<file path="config.mk">
export PLATFORM = sky130hd
export DESIGN_NAME = mult_booth
export DESIGN_NICKNAME = d
export VERILOG_FILES = /design/src/rtl/mult_booth.sv
export SDC_FILE = /design/constraint.sdc
export NUM_CORES = 1
export LEC_CHECK = 0
export CAP_MARGIN = 10
export CORE_MARGIN = 3
export CORE_UTILIZATION = 59
export CTS_CLUSTER_DIAMETER = 30
export DETAILED_ROUTE_END_ITERATION = 12
export GPL_TIMING_DRIVEN = 0
export PLACE_DENSITY_LB_ADDON = 0.08
export SLEW_MARGIN = 20
export SYNTH_ARGS = -nofsm -noshare
export SYNTH_HDL_FRONTEND = slang
export SYNTH_SLANG_ARGS = --single-unit
</file>
<file path="constraint.sdc">
create_clock -name clk -period 8.6 [get_ports clk]
set_clock_uncertainty 0.2 [all_clocks]
set_input_delay 2.15 -clock clk [delete_from_list [all_inputs] [get_ports clk]]
set_output_delay 2.15 -clock clk [all_outputs]
set_load 0.02 [all_outputs]
</file>
<file path="src/rtl/mult_booth.sv">
// Iterative radix-2 Booth signed multiplier: one Booth step per clock, WIDTH steps per operation.
// The full 2*WIDTH-bit product lands in HI/LO together with a one-cycle MultStop pulse.
module mult_booth #(
  parameter int WIDTH = 32
) (
  input  logic             clk,
  input  logic             reset,
  input  logic [WIDTH-1:0] A,
  input  logic [WIDTH-1:0] B,
  input  logic             CtrlMult,
  output logic             MultBusy,
  output logic             MultStop,
  output logic [WIDTH-1:0] HI,
  output logic [WIDTH-1:0] LO
);
  localparam int CW = $clog2(WIDTH + 1);

  typedef enum logic [1:0] {IDLE, RUN, DONE} state_t;

  state_t           r_state;
  logic [WIDTH:0]   r_m;
  logic [WIDTH:0]   r_acc;
  logic [WIDTH-1:0] r_q;
  logic             r_q1;
  logic [CW-1:0]    r_cnt;

  logic [WIDTH:0]   w_sum;
  logic [WIDTH:0]   w_acc_n;
  logic [WIDTH-1:0] w_q_n;
  logic             w_q1_n;

  // Booth add/sub on {Q[0],Q_1}, then arithmetic right shift of {ACC,Q,Q_1}.
  // The extra accumulator bit keeps M = -2^(WIDTH-1) from overflowing.
  always_comb begin
    w_sum = r_acc;
    case ({r_q[0], r_q1})
      2'b01:   w_sum = r_acc + r_m;
      2'b10:   w_sum = r_acc - r_m;
      default: w_sum = r_acc;
    endcase
    w_acc_n = {w_sum[WIDTH], w_sum[WIDTH:1]};
    w_q_n   = {w_sum[0], r_q[WIDTH-1:1]};
    w_q1_n  = r_q[0];
  end

  always_ff @(posedge clk) begin
    if (reset) begin
      r_state  <= IDLE;
      r_m      <= '0;
      r_acc    <= '0;
      r_q      <= '0;
      r_q1     <= 1'b0;
      r_cnt    <= '0;
      HI       <= '0;
      LO       <= '0;
      MultBusy <= 1'b0;
      MultStop <= 1'b0;
    end else begin
      case (r_state)
        IDLE, DONE: begin
          MultStop <= 1'b0;
          if (CtrlMult) begin
            r_m      <= {A[WIDTH-1], A};
            r_acc    <= '0;
            r_q      <= B;
            r_q1     <= 1'b0;
            r_cnt    <= CW'(WIDTH);
            r_state  <= RUN;
            MultBusy <= 1'b1;
          end else begin
            r_state  <= IDLE;
            MultBusy <= 1'b0;
          end
        end
        RUN: begin
          r_acc <= w_acc_n;
          r_q   <= w_q_n;
          r_q1  <= w_q1_n;
          r_cnt <= r_cnt - CW'(1);
          // Last step: publish the shifted result on the same edge.
          if (r_cnt == CW'(1)) begin
            HI       <= w_acc_n[WIDTH-1:0];
            LO       <= w_q_n;
            MultStop <= 1'b1;
            MultBusy <= 1'b0;
            r_state  <= DONE;
          end
        end
        default: begin
          r_state  <= IDLE;
          MultBusy <= 1'b0;
          MultStop <= 1'b0;
        end
      endcase
    end
  end
endmodule
</file>
==> implementation parameters, run 1 <==
Parameter                              Value

Status
  Run status ... completed

Clock tree
  Clock buffers created by TritonCTS ... 17
  Root Driver ... sky130_fd_sc_hd__clkbuf_16
  Count of clock tree sinks ... 170
  # hold bufs at CTS ... 0
  Post-cts repair resize count ... 0
  Clock latency on the worst-skew pair ... 440 ps
  Post-CTS setup buffers ... 0
  Number of buffers on the longest clock path ... 2
  # H-tree levels ... 4
  Clk pin slew, worst setup/hold paths ... 70 ps
  TritonCTS clock tree ... built

Power
  Max VDD drop ... 0.159 mV
  Leakage ... 3.97 nW
  Switching power summed over all nets ... 642 uW
  Combinational fraction of design power ... 21.2%
  Sequential fraction of design power ... 41.8%
  Tot Pwr ... 2.03 mW
  Internal power summed over all cells ... 1.38 mW
  Clock network fraction of total power ... 36.9%
  Switching fraction of total power ... 31.7%
  Total power per unit cell area ... 189 nW/um2

Timing
  Worst-Margin Slew ... 921 ps
  Achievable Freq ... 187 MHz
  RSZ-0062 raised after global routing ... false
  Period utilisation layout ... 62.3%
  Total negative setup slack ... 0 ps
  Final Hold Violating Endpoints ... 0
  Final setup slack of the worst path ... 3240 ps
  Post-layout min period ... 5360 ps
  Setup violations, final ... 0
  Slew margin rel. ... 37.7%
  Slew Limit Fails ... 0

Critical path
  Slowest stage delay, CP ... 760 ps
  Most numerous cell on the critical path ... sky130_fd_sc_hd__nor2_1
  CP Class ... register to register
  Arrival time reported for the critical path endpoint ... 5520 ps
  Cell-by-cell trace of the critical path ... nor2_1 > nor4b_1 > nand2_1 > nor2_1 > and2_1 > nand3b_1 > nor2_1 > nor2_1 > xnor2_1 > ha_1 > buf_6 > a2111oi_2 > a221oi_1 > o21a_1 > a211oi_2 > o211ai_1 > a31oi_2 > o21ai_1 > mux2_4 > xnor2_2 > a211oi_2
  Critical path endpoint category ... register
  Maximum net fanout on the critical path ... 8
  Critical path startpoint category ... register
  Required time of the critical path ... 8760 ps
  Standard cell with the maximum stage delay on the critical path ... sky130_fd_sc_hd__nor4b_1

Floorplanning
  Cell row count ... 43
  # IOs ... 133
  Die span in x ... 127 um
  Standard cell core area ... 14100 um2
  Height of the chip ... 127 um
  Die outline area ... 16100 um2
  Initial Util ... 61.2%

Routing
  First-pass detailed-route iteration total ... 8
  Final ANT Viol Nets ... 0
  Detailed-route via count ... 8488
  Number of violations reported at the end of detailed-routing iteration 0 ... 781
  Wire length after detailed routing ... 24.6 mm
  Via count normalized by instance count ... 5.86
  Post-detailed-route DRC marker count ... 0
  Average wire per cell in the routed design ... 17.0 um

Yosys
  Sequential fraction of the synthesis area ... 39.4%
  Cell count after synthesis ... 1105
  Post-Synthesis Mean Instance Area ... 7.81 um2
  Number of flip-flops and latches in the synthesized netlist ... 170
  Synth warn ... 0
  Leading register cell type out of synthesis ... sky130_fd_sc_hd__dfxtp_1
  Share of synthesized flip-flops with an asynchronous set or reset ... 0%
  Number of nets produced by synthesis ... 1209
  Library cells used by synthesis ... 66
  Area of the mapped netlist ... 8630 um2
  EDFF count, synth ... 0

Place
  Final weighted congestion in routability-driven placement ... 0.920
  Standard cell area after detailed placement ... 10200 um2
  HPWL reported at the end of detailed placement ... 18.5 mm
  Place WS ... 3320 ps
  Port buffer count ... 131

Worst hold path
  Hold WC Path Type ... register to register

GRT
  Gr ovfl total ... 0
  Total GRT Usage ... 30.6%
  Maximum number of pins on one net before global-route repair ... 18
  First-pass GRT wire length ... 39.5 mm
  Number of antenna violations at the first check in global routing ... 0
  Via count of the first global-routing pass ... 8085

Layout
  Number of nets in the finished design ... 1359
  Final Cell Area ... 10700 um2
  Number of diodes ... 0
  Fill cell total of the finished layout ... 1115
  Footprint of the flip-flops and latches ... 3400 um2
  Fraction of layout instances using a drive strength above 1 ... 4.57%
  Multi-input logic area ... 4860 um2
  Layout-stage area growth over the synthesis result ... 24.3%

Job
  # Max-Cap Violations ... 0
[worst max-delay path, delay by kind of cell, from the launching register on]
kind | cells | cell delay (ps)
AO/OA/AOI/OAI | 8 | 1840
adder cells (fa/ha/maj) | 1 | 300
buffers and inverters | 1 | 150
flip-flops | 1 | 360
XOR/XNOR | 2 | 290
multiplexers | 1 | 350
AND/OR/NAND/NOR | 8 | 1770
[Yosys cell counts (6+ instances only)]
| library cell | count | area [um2] |
|---|---|---|
| sky130_fd_sc_hd__a211oi_1 | 11 | 82.6 |
| sky130_fd_sc_hd__a21o_1 | 13 | 97.6 |
| sky130_fd_sc_hd__a21oi_1 | 157 | 786 |
| sky130_fd_sc_hd__a22o_1 | 21 | 184 |
| sky130_fd_sc_hd__a22oi_1 | 35 | 263 |
| sky130_fd_sc_hd__a31oi_1 | 7 | 43.8 |
| sky130_fd_sc_hd__buf_1 | 6 | 22.5 |
| sky130_fd_sc_hd__clkbuf_1 | 59 | 221 |
| sky130_fd_sc_hd__dfxtp_1 | 170 | 3400 |
| sky130_fd_sc_hd__ha_1 | 36 | 450 |
| sky130_fd_sc_hd__inv_1 | 21 | 78.8 |
| sky130_fd_sc_hd__nand2_1 | 231 | 867 |
| sky130_fd_sc_hd__nand2b_1 | 10 | 62.6 |
| sky130_fd_sc_hd__nand3_1 | 8 | 40.0 |
| sky130_fd_sc_hd__nor2_1 | 99 | 372 |
| sky130_fd_sc_hd__nor2b_1 | 7 | 43.8 |
| sky130_fd_sc_hd__nor3_1 | 24 | 120 |
| sky130_fd_sc_hd__o21a_1 | 7 | 52.6 |
| sky130_fd_sc_hd__o21ai_0 | 40 | 200 |
| sky130_fd_sc_hd__o21ai_1 | 10 | 50.1 |
| sky130_fd_sc_hd__xnor2_1 | 42 | 368 |
| sky130_fd_sc_hd__xor2_1 | 14 | 123 |
[stage by stage]
stage / util (%) / hold slack (ps) / cells
after global placement: 72.1 / 234 / 1416
after global routing: 76.2 / 282 / 1448
final: 76.2 / 253 / 1448
after floorplan: - / 235 / 1105
after CTS: 76.2 / 255 / 1448
after detailed placement: 72.1 / 245 / 1416
[layer usage]
metal,up-vias,share of wire (%),track usage [%]
met5,-,0,0
met4,0,2.2,9.53
met3,40,6.8,6.40
met2,307,48,51.0
met1,3997,43,39.9
li1,4144,-,-
[sequential cells by signal, summed over array words and instances, names as in the netlist]
register	flops
r_q1	1
r_cnt	6
HI	32
LO	32
r_state	2
r_acc	32
r_q	32
r_m	32
MultStop	1
[final timing paths]
path | startpoint | slack [ps] | cells past startpoint | to
hold reg to reg | LO[0]$_SDFFE_PP0P_ | 250 | 2 | LO[0]$_SDFFE_PP0P_
setup reg to reg | r_m[2]$_SDFFE_PP0P_ | 3240 | 21 | HI[31]$_SDFFE_PP0P_
setup / recovery | r_m[2]$_SDFFE_PP0P_ | 3240 | 21 | HI[31]$_SDFFE_PP0P_
hold / removal | LO[0]$_SDFFE_PP0P_ | 250 | 2 | LO[0]$_SDFFE_PP0P_
[power by group through the flow]
| stage | Sequential, mW | Clock, mW | Combinational [mW] |
|---|---|---|---|
| floorplan | 0.862 | 0 | 0.301 |
| global placement | 0.864 | 0 | 0.415 |
| detailed placement | 0.865 | 0 | 0.422 |
| CTS | 0.848 | 0.749 | 0.426 |
| global route | 0.851 | 0.785 | 0.478 |
| finish | 0.848 | 0.749 | 0.430 |
[cells by family (layout without fill, tap and decap cells)]
logic type / after synthesis / after routing / synth area share [%]
xor gates and xnor gates: 57 / 57 / 5.87
adders and majority gates: 37 / 37 / 5.45
DFF: 170 / 170 / 39.4
buffers and inverters: 92 / 255 / 4.23
and+or+nand+nor: 408 / 408 / 20.2
muxes: 8 / 8 / 1.04
AOI/OAI and AO/OA: 333 / 333 / 23.8
[placed cells by master, fill, tap and decap left out, types with 10 or more instances in the layout]
cell                              Yosys  final
sky130_fd_sc_hd__nand2_1            231    231
sky130_fd_sc_hd__dfxtp_1            170    170
sky130_fd_sc_hd__a21oi_1            157    157
sky130_fd_sc_hd__clkdlybuf4s50_1      0    131
sky130_fd_sc_hd__nor2_1              99     99
sky130_fd_sc_hd__clkbuf_1            59     59
sky130_fd_sc_hd__xnor2_1             42     42
sky130_fd_sc_hd__o21ai_0             40     40
sky130_fd_sc_hd__ha_1                36     36
sky130_fd_sc_hd__a22oi_1             35     35
sky130_fd_sc_hd__nor3_1              24     24
sky130_fd_sc_hd__inv_1               21     21
sky130_fd_sc_hd__a22o_1              21     21
sky130_fd_sc_hd__clkbuf_16            0     17
sky130_fd_sc_hd__xor2_1              14     14
sky130_fd_sc_hd__a21o_1              13     13
sky130_fd_sc_hd__a211oi_1            11     11
sky130_fd_sc_hd__nand2b_1            10     10
sky130_fd_sc_hd__o21ai_1             10     10
[layout make-up]
| cell class | count | share of cell area (%) |
|---|---|---|
| Multi-Input combinational cell | 843 | 45.3 |
| Tap cell | 180 | 2.10 |
| Buffer | 71 | 2.67 |
| Clock buffer | 18 | 4.09 |
| Sequential cell | 170 | 31.7 |
| Clock inverter | 14 | 1.18 |
| Inverter | 21 | 0.734 |
| Timing Repair Buffer | 131 | 12.2 |
(Power assumes the default switching activity.)
==> inputs of run 2 (changes only) <==
- CORE_UTILIZATION: 59 -> 49
- clock period: 8.6 -> 4.3 ns (I/O delays scaled with it)
==> run 2 against run 1 <==
The run now ends with setup timing left. Core utilization shrank 10 points. Final cell count grew 4.0%. First-iteration DRC count shrank 28%. Sequential cell count is the same. Final area grew 4.2%. Count of clock-buffer cells in the layout is the same. Die area grew 19%.
==> implementation parameters, run 2 (same netlist as run 1, synthesis figures left out) <==
Parameter                              Value

Layout
  Most common library cell in the layout ignoring fill and taps ... sky130_fd_sc_hd__nand2_1
  Layout-stage area growth over the synthesis result ... 29.5%
  Highest-count cells in the layout ignoring fill and taps ... sky130_fd_sc_hd__nand2_1, sky130_fd_sc_hd__dfxtp_1, sky130_fd_sc_hd__a21oi_1, sky130_fd_sc_hd__clkdlybuf4s50_1, sky130_fd_sc_hd__nor2_1
  Number of nets in the finished design ... 1377
  Post-route non-filler standard cell count ... 1506
  Multi-input logic area ... 5100 um2
  Footprint of the flip-flops and latches ... 3420 um2
  Fill cell total of the finished layout ... 1519
  Number of diodes ... 0
  Fraction of layout instances using a drive strength above 1 ... 9.56%
  Post-route core utilization ... 66.0%

Place
  HPWL reported at the end of detailed placement ... 19.1 mm
  Port buffer count ... 131
  Instance count after placement with tap cells included ... 1456
  Final weighted congestion in routability-driven placement ... 0.926

Critical path
  Minimum setup slack among reg-to-reg paths ... -130 ps
  Critical path endpoint category ... register
  Required time of the critical path ... 4450 ps
  CP Class ... register to register
  Reg2Reg Launch Point ... r_m[5]$_SDFFE_PP0P_
  Maximum net fanout on the critical path ... 7
  Arrival time reported for the critical path endpoint ... 4580 ps
  Worst Reg-to-Reg Cells ... 21
  Critical path startpoint category ... register
  Worst reg2reg path endpoint ... HI[31]$_SDFFE_PP0P_

Job
  # Max-Cap Violations ... 0

Clock tree
  TritonCTS clock tree ... built
  Clk pin slew, worst setup/hold paths ... 70 ps
  # H-tree levels ... 4
  Count of clock tree sinks ... 170
  # hold bufs at CTS ... 0
  Root Driver ... sky130_fd_sc_hd__clkbuf_16
  Clock buffers created by TritonCTS ... 17
  Clock latency on the worst-skew pair ... 440 ps
  Number of buffers on the longest clock path ... 2

Timing
  Final Hold Violating Endpoints ... 0
  Post-layout min period ... 4430 ps
  Worst-Margin Slew ... 866 ps
  Slew Limit Fails ... 0
  Slew margin rel. ... 42.1%
  Period utilisation layout ... 103%
  Final setup slack of the worst path ... -131 ps
  Setup violations, final ... 4
  RSZ-0062 raised after global routing ... true
  Achievable Freq ... 226 MHz

Floorplanning
  Standard cell core area ... 16900 um2
  Height of the chip ... 139 um
  # IOs ... 133
  Die outline area ... 19200 um2
  Die span in x ... 139 um
  Initial Util ... 51.0%
  Cell row count ... 47

Routing
  Average wire per cell in the routed design ... 17.0 um
  Via count normalized by instance count ... 5.58
  Post-detailed-route DRC marker count ... 0
  First-pass detailed-route iteration total ... 5
  Wire length after detailed routing ... 25.6 mm
  Number of violations reported at the end of detailed-routing iteration 0 ... 566
  Final ANT Viol Nets ... 0
  Detailed-route via count ... 8398

Power
  Total power per unit cell area ... 370 nW/um2
  Leakage ... 4.11 nW
  Max VDD drop ... 0.295 mV

Status
  Run status ... finished, violations left
  Violations in the final reports ... setup timing

GRT
  Number of antenna violations at the first check in global routing ... 0
  Gr ovfl total ... 0
  Maximum number of pins on one net before global-route repair ... 18
  First-pass GRT wire length ... 40.7 mm
  Via count of the first global-routing pass ... 7929
  Total GRT Usage ... 25.9%

Worst hold path
  Worst min-delay path endpoint ... LO[16]$_SDFFE_PP0P_
  Start point of the worst hold path ... LO[16]$_SDFFE_PP0P_
  Cell count of the worst hold path ... 2
  Hold WC Path Type ... register to register
==> run 2: cell types whose count changed in the layout (fill, tap and decap cells not counted), moves of 4 or more <==
cell                       before  now
sky130_fd_sc_hd__a21oi_1      157  153
sky130_fd_sc_hd__a21oi_2        1    5
sky130_fd_sc_hd__buf_4          0   21
sky130_fd_sc_hd__dfxtp_1      170  165
sky130_fd_sc_hd__clkbuf_1      59   55
sky130_fd_sc_hd__nor2_1        99   95
==> run 2: cell type report <==
| type | instances | area share (%) |
|---|---|---|
| Inverter | 21 | 0.705 |
| Tap cell | 220 | 2.46 |
| Clock buffer | 18 | 3.93 |
| Sequential cell | 170 | 30.6 |
| Multi-Input combinational cell | 843 | 45.6 |
| Timing Repair Buffer | 152 | 13.1 |
| Clock inverter | 14 | 1.15 |
| Buffer | 68 | 2.44 |
==> run 2: metal layers <==
metal / global-route usage (%) / vias up / part of all wire (%)
met5: 0 / - / 0
li1: - / 4170 / -
met3: 3.79 / 39 / 5.5
met1: 35.4 / 3958 / 46
met4: 8.08 / 0 / 2.2
met2: 42.3 / 231 / 46
==> run 2: per-stage QoR <==
stage | cell area (um2) | total power, mW | setup slack (ps) | setup TNS [ps] | hold WS (ps)
after floorplan | 8650 | 2.33 | -179 | -314 | 235
after global placement | 10200 | 2.58 | -710 | -5100 | 241
after detailed placement | 10200 | 2.59 | -769 | -5560 | 247
after CTS | 11000 | 4.09 | -214 | -709 | 256
after global routing | 11200 | 4.32 | -410 | -2470 | 277
final | 11200 | 4.14 | -131 | -243 | 255
==> run 2: repair_timing <==
| item | 4_1_cts | 5_1_grt |
|---|---|---|
| setup endpoints to repair | 20 | 32 |
| gates resized for setup | 20 | 37 |
| setup buffers | 11 | 13 |
| pin swaps | 16 | 20 |
==> run 2: worst max-delay path, cell delays in order (launching register included) <==
cell and delay, ps:
sky130_fd_sc_hd__dfxtp_1 310, sky130_fd_sc_hd__buf_6 130, sky130_fd_sc_hd__or4_4 430, sky130_fd_sc_hd__nor3_4 150, sky130_fd_sc_hd__nand2_2 80, sky130_fd_sc_hd__nor2_4 130
sky130_fd_sc_hd__and2_4 160, sky130_fd_sc_hd__nand3b_1 80, sky130_fd_sc_hd__nor2_1 110, sky130_fd_sc_hd__nor2_1 60, sky130_fd_sc_hd__xnor2_1 130, sky130_fd_sc_hd__ha_1 330
sky130_fd_sc_hd__a2111oi_4 370, sky130_fd_sc_hd__nand2b_1 90, sky130_fd_sc_hd__o21a_1 200, sky130_fd_sc_hd__a211oi_4 230, sky130_fd_sc_hd__o211ai_1 160, sky130_fd_sc_hd__a31oi_2 260
sky130_fd_sc_hd__o21ai_2 80, sky130_fd_sc_hd__mux2_4 340, sky130_fd_sc_hd__xnor2_2 140, sky130_fd_sc_hd__a211oi_2 160
==> run 2: how the worst max path moves through the flow <==
| stage | cells past startpoint | start | end |
|---|---|---|---|
| after CTS | 21 | r_m[6]$_SDFFE_PP0P_ | HI[31]$_SDFFE_PP0P_ |
| after floorplan | 21 | r_m[8]$_SDFFE_PP0P_ | HI[31]$_SDFFE_PP0P_ |
| final | 21 | r_m[5]$_SDFFE_PP0P_ | HI[31]$_SDFFE_PP0P_ |
| after global placement | 21 | r_m[2]$_SDFFE_PP0P_ | HI[31]$_SDFFE_PP0P_ |
| after global routing | 20 | r_m[8]$_SDFFE_PP0P_ | HI[31]$_SDFFE_PP0P_ |
| after detailed placement | 21 | r_m[2]$_SDFFE_PP0P_ | HI[31]$_SDFFE_PP0P_ |
==> run 2: report_power, final <==
part / internal, mW / switching, mW / leakage [nW]
clock: 0.780 / 0.725 / 0.265
sequential: 1.64 / 0.0613 / 1.38
combinational: 0.396 / 0.545 / 2.46
total: 2.81 / 1.33 / 4.11
==> inputs of run 3 (changes only) <==
==> constraint.sdc (replaced) <==
create_clock -name clk -period 4.3 [get_ports clk]
set_clock_uncertainty 0.2 [all_clocks]
set_input_delay 0.86 -clock clk [delete_from_list [all_inputs] [get_ports clk]]
set_output_delay 0.86 -clock clk [all_outputs]
set_load 0.02 [all_outputs]
==> results of run 3 <==
No change in the layout: final DEF, timing and power equal those of run 2.
